File: src/rtl/reflex_game_ctrl.sv
// reflex_game_ctrl: session FSM, obstacle spawn scheduling, speed ramp, lives, score and reaction timing
module reflex_game_ctrl #(
    parameter int COUNTDOWN_FRAMES = 180,
    parameter int LIVES_INIT       = 10,
    parameter int SPAWN_GAP_MIN    = 30,
    parameter int LANE_X_MIN       = 395,
    parameter int SPEED_INIT       = 4,
    parameter int SPEED_MAX        = 20,
    parameter int SPEEDUP_EVERY    = 5,
    parameter int HIT_FLASH_FRAMES = 60
) (
    input  logic       clk,
    input  logic       rst_n,
    input  logic       frame_tick,
    input  logic       start,
    input  logic       collision,
    input  logic       obstacle_done,
    input  logic       dodge,
    output logic [2:0] state,
    output logic       spawn,
    output logic [9:0] obstacle_x,
    output logic [4:0] obstacle_speed,
    output logic [3:0] lives,
    output logic [7:0] passed_cnt,
    output logic [7:0] react_frames,
    output logic       react_valid
);
    localparam logic [2:0] S_IDLE = 3'd0;
    localparam logic [2:0] S_CD   = 3'd1;
    localparam logic [2:0] S_RUN  = 3'd2;
    localparam logic [2:0] S_HIT  = 3'd3;
    localparam logic [2:0] S_OVER = 3'd4;

    logic [15:0] lfsr;
    logic [2:0]  state_d;
    logic        active, dodge_seen;
    logic [15:0] cd_cnt, gap_cnt, hit_cnt, gap_load;
    logic [7:0]  react_cnt, step_cnt;
    logic        run_act, ev_start, ev_cd_end, ev_spawn, ev_col, ev_done, ev_dodge, ev_hit_end;

    assign gap_load = 16'(SPAWN_GAP_MIN) + {10'd0, lfsr[5:0]};

    always_ff @(posedge clk or negedge rst_n)
        if (!rst_n) lfsr <= 16'hACE1;
        else        lfsr <= {lfsr[14:0], lfsr[15] ^ lfsr[13] ^ lfsr[12] ^ lfsr[10]};

    always_ff @(posedge clk or negedge rst_n)
        if (!rst_n) state <= S_IDLE;
        else        state <= state_d;

    always_comb begin
        state_d = (state > S_OVER) ? S_IDLE :
                  ev_start         ? S_CD :
                  ev_cd_end        ? S_RUN :
                  ev_col           ? ((lives == 4'd1) ? S_OVER : S_HIT) :
                  ev_hit_end       ? S_RUN : state;
    end

    // Every event is pre-gated by state so the datapath below only sees legal ones
    always_comb begin
        run_act    = (state == S_RUN) && active;
        ev_start   = start && ((state == S_IDLE) || (state == S_OVER));
        ev_cd_end  = (state == S_CD) && frame_tick && (cd_cnt <= 16'd1);
        ev_spawn   = (state == S_RUN) && !active && frame_tick && (gap_cnt <= 16'd1);
        ev_col     = run_act && collision;
        ev_done    = run_act && obstacle_done && !collision;
        ev_dodge   = run_act && dodge && !dodge_seen;
        ev_hit_end = (state == S_HIT) && frame_tick && (hit_cnt <= 16'd1);
    end

    always_ff @(posedge clk or negedge rst_n) begin
        if (!rst_n) begin
            spawn          <= 1'b0;
            obstacle_x     <= 10'(LANE_X_MIN);
            obstacle_speed <= 5'(SPEED_INIT);
            lives          <= 4'(LIVES_INIT);
            passed_cnt     <= 8'd0;
            react_frames   <= 8'd0;
            react_valid    <= 1'b0;
            active         <= 1'b0;
            dodge_seen     <= 1'b0;
            cd_cnt         <= 16'd0;
            gap_cnt        <= 16'd0;
            hit_cnt        <= 16'd0;
            react_cnt      <= 8'd0;
            step_cnt       <= 8'd0;
        end else begin
            spawn       <= ev_spawn;
            react_valid <= ev_dodge;
            if (ev_start) begin
                obstacle_x     <= 10'(LANE_X_MIN);
                obstacle_speed <= 5'(SPEED_INIT);
                lives          <= 4'(LIVES_INIT);
                passed_cnt     <= 8'd0;
                react_frames   <= 8'd0;
                active         <= 1'b0;
                dodge_seen     <= 1'b0;
                cd_cnt         <= 16'(COUNTDOWN_FRAMES);
                react_cnt      <= 8'd0;
                step_cnt       <= 8'd0;
            end
            if ((state == S_CD) && frame_tick)
                cd_cnt <= cd_cnt - 16'd1;
            if (ev_cd_end || ev_hit_end)
                gap_cnt <= gap_load;
            if ((state == S_RUN) && !active && frame_tick && (gap_cnt != 16'd0))
                gap_cnt <= gap_cnt - 16'd1;
            if (ev_spawn) begin
                obstacle_x <= 10'(LANE_X_MIN) + {3'd0, lfsr[14:8]};
                active     <= 1'b1;
                react_cnt  <= 8'd0;
                dodge_seen <= 1'b0;
            end
            if (run_act && frame_tick && (react_cnt != 8'hFF))
                react_cnt <= react_cnt + 8'd1;
            if (ev_dodge) begin
                react_frames <= react_cnt;
                dodge_seen   <= 1'b1;
            end
            if (ev_col) begin
                lives   <= lives - 4'd1;
                active  <= 1'b0;
                hit_cnt <= 16'(HIT_FLASH_FRAMES);
            end
            if ((state == S_HIT) && frame_tick)
                hit_cnt <= hit_cnt - 16'd1;
            if (ev_hit_end)
                active <= 1'b0;
            // step_cnt tracks passed_cnt modulo SPEEDUP_EVERY while the score is still counting
            if (ev_done) begin
                active  <= 1'b0;
                gap_cnt <= gap_load;
                if (passed_cnt != 8'hFF) begin
                    passed_cnt <= passed_cnt + 8'd1;
                    step_cnt   <= (step_cnt == 8'(SPEEDUP_EVERY - 1)) ? 8'd0 : step_cnt + 8'd1;
                    if ((step_cnt == 8'(SPEEDUP_EVERY - 1)) && (obstacle_speed < 5'(SPEED_MAX)))
                        obstacle_speed <= obstacle_speed + 5'd1;
                end
            end
        end
    end
endmodule

File: config.mk
export PLATFORM = sky130hd
export DESIGN_NAME = reflex_game_ctrl
export DESIGN_NICKNAME = d
export VERILOG_FILES = /design/src/rtl/reflex_game_ctrl.sv
export SDC_FILE = /design/constraint.sdc
export NUM_CORES = 1
export LEC_CHECK = 0
export CAP_MARGIN = 20
export CORE_MARGIN = 2
export CORE_UTILIZATION = 63
export DETAILED_ROUTE_END_ITERATION = 12
export PLACE_DENSITY = 0.85
export SLEW_MARGIN = 20
export SYNTH_ARGS = -nofsm -noshare
export SYNTH_HDL_FRONTEND = slang
export SYNTH_SLANG_ARGS = --single-unit
File: constraint.sdc
create_clock -name clk -period 4.1 [get_ports clk]
set_input_delay 0.41 -clock clk [delete_from_list [all_inputs] [get_ports clk]]
set_output_delay 0.41 -clock clk [all_outputs]
set_load 0.02 [all_outputs]
==> impl_metrics.ini <==
[status]
outcome = complete, but fails checks
violations = negative hold slack

[cells_and_area]
fillers = 628
drive_gt1_frac = 0.1080
syn_to_final_growth_pct = 19.46
num-nets-final = 694
finish.instance_area_mm2 = 0.007243
antenna_cells = 0
final_cells = 814

[setup_path]
path_cells = inv_1 -> ha_1 -> nor4b_2 -> nand4_1 -> and2_1 -> and3_1 -> a211o_1
critPathSlowestCell = and2_1
end_kind = register
cp-start-kind = register
cp_max_fo = 20
cp_data_arrival_time_ns = 3.10
crit_required_ns = 4.51
crit_path_max_incr_delay_ns = 0.52
crit_type = reg2reg

[floorplanning]
core_mm2 = 0.009284
rows = 35
initial_core_util = 0.6531
ios = 47
die_x_um = 102.1
die_h_um = 102.1
die_area_mm2 = 0.01043

[place]
dpl.cell_count = 782
place_ws_ns = 1.246
dpl.hpwl_mm = 9.607
finalWeightedCongestion = 0.8786
port-buffer-count = 46
placed_area_mm2 = 0.006650

[yosys]
synthMuxAreaShare = 0.02683
synth_area_leader_cell = dfrtp_1
synth_top_family_by_area = simple AND/OR/NAND/NOR gates
synth_edf_count = 0
async_flop_share = 1.000
synth_cells = 618
synth_xor_area_frac = 0.02311
syn_nets = 640
ys_top_cells_by_area = dfrtp_1 44%, dfstp_2 6.9%, nand2_1 4.0%, nand3_1 3.9%, o21ai_0 3.4%
synth_common_cells = 106 x dfrtp_1, 65 x nand2_1, 47 x nand3_1, 44 x nor2_1, 41 x o21ai_0
synth_adder_area_share = 0.03095
yosysMostFrequentCell = dfrtp_1
synth-compound-area-share = 0.1603
synth_seq_cells = 122
synth-main-ff-cell = dfrtp_1
seq_area_frac_synth = 0.5068
synth.avg_cell_area_um2 = 9.811
mappedNetlistArea_mm2 = 0.006063
synth_top_area_share = 0.4375
yosysWarnings = 0
synth-simple-area-share = 0.2229
synth_cell_types = 70

[clock_network]
clock_latency_ns = 0.53
h-tree-depth = 4
postCtsHoldBufs = 0
ctsRootBufferMaster = clkbuf_8
clk_pin_slew_ns = 0.06
cts_setup_buffers = 0
cts_sinks = 122
cts_made_buffers = 17
cts_tree = yes
clockBufferDepth = 2
ctsResizeCount = 0

[run]
max_cap_viol_count = 0

[route]
wl_per_cell_um = 17.54
drc = 0
first_pass_iters = 5
viasPerCell = 6.284
drt_iter0_drc = 414
routed_wl_mm = 14.28
antenna_left = 0
num_vias = 5115

[power]
power_leakage_nw = 3.176
clock_power_share = 0.333
power_mw = 4.464
p_per_area_mw_per_mm2 = 616.3
switchingPower_mw = 1.521
irDropWorstVdd_mv = 0.4349
swShare = 0.3407
power.internal_mw = 2.943
seqPwrFrac = 0.400
p_comb_frac = 0.267

[sta]
fin_crit_ns = 2.695
whs_ns = -0.005484
slew_viol_final = 0
finalHoldViolations = 2
clock_skew_ns = 0.005981
rsz0062_at_grt = false
fin_ws_ns = 1.405
max_freq_mhz = 371.1
worst_pin_slew_ns = 0.8693
finalSetupViolCount = 0
maxSlewHeadroom = 0.4113
finalCritPeriodShare = 0.6572
finalSetupTns_ns = 0

[global_route]
grt_overflow = 0
grt.met3_usage = 0.06498
grtUsageTotal = 0.2987
grt_most_used_layer = met2
grtUsageMet2 = 0.5020
grt_pass1_vias = 5000
grt_use_met1 = 0.3827
grt_pass1_wl_mm = 24.29
grt_max_degree = 72
antenna_found_initial = 0

[worst_hold_path]
min_path_type = in2async
## final cells by class
type	count	area (um^2)	area share
sequential	122	3073	0.4243
multi-input combinational	454	2819	0.3892
timing repair buffer	52	503.0	0.06944
clock buffer	18	417.9	0.05770
clock inverter	14	175.2	0.02418
tap	129	161.4	0.02228
inverter	25	93.84	0.01296
## critical path: cells and delay by family, from the launching register on
kind,cells,cell delay [ns]
simple gates,4,1.54
flops,1,0.42
fa+ha+maj,1,0.27
compound gates,1,0.23
buf+inv,1,0.11
## power by group through the flow
stage | clock (mW) | combinational (mW) | sequential (mW)
floorplan | 0 | 0.665 | 1.84
CTS | 1.50 | 1.19 | 1.78
global route | 1.56 | 1.31 | 1.82
detailed placement | 0 | 1.17 | 1.79
finish | 1.49 | 1.19 | 1.79
global placement | 0 | 1.12 | 1.77
## per-stage QoR
stage | utilization | hold WS, ns
2_1_floorplan | - | 0.1144
3_3_place_gp | 0.7163 | 0.3460
3_5_place_dp | 0.7163 | 0.3476
4_1_cts | 0.7802 | 0.04044
5_1_grt | 0.7802 | 0.08469
6_report | 0.7802 | -0.005484
## path summary, 6_finish.rpt
| kind | from | endpoint | slack (ns) | depth (start not counted) |
|---|---|---|---|---|
| worst max-delay path | gap_cnt[0] | gap_cnt[15] | 1.41 | 7 |
| worst min-delay path | rst_n | cd_cnt[12] | -0.005 | 1 |
| worst max register to register | gap_cnt[0] | gap_cnt[15] | 1.41 | 7 |
| worst min register to register | lfsr[6] | lfsr[7] | 0.35 | 0 |
| max in group asynchronous | rst_n | obstacle_speed[2] | 3.12 | 2 |
| min in group clk | lfsr[6] | lfsr[7] | 0.35 | 0 |
## state kept, by name, indices dropped and copies added (netlist names), 10 cells and up
name	cells
gap_cnt	16
hit_cnt	16
lfsr	16
cd_cnt	16
obstacle_x	10
## cells by family (layout without fill, tap and decap cells)
kind of cell	count (synthesis)	in the layout
mux	16	16
fa+ha+maj	15	15
buf+inv	42	109
simple gates	258	258
flops	122	122
xor+xnor	16	16
compound gates	149	149
## layer usage
layer  wire, um  vias to the layer above
met5          0                        -
met2       7229                      179
met1       5947                     2518
met3        829                       32
met4        271                        0
li1           -                     2386
## placed cells by master (no fill, tap or decap), types with 10 or more instances in the layout
master           instances
a21oi_1                 32
a31oi_1                 10
and3_1                  11
clkbuf_16               16
clkdlybuf4s50_1         45
dfrtp_1                106
dfstp_2                 16
ha_1                    15
inv_1                   24
mux2i_1                 14
nand2_1                 65
nand3_1                 47
nor2_1                  44
nor3_1                  26
o21ai_0                 41
(Power assumes the default switching activity.)
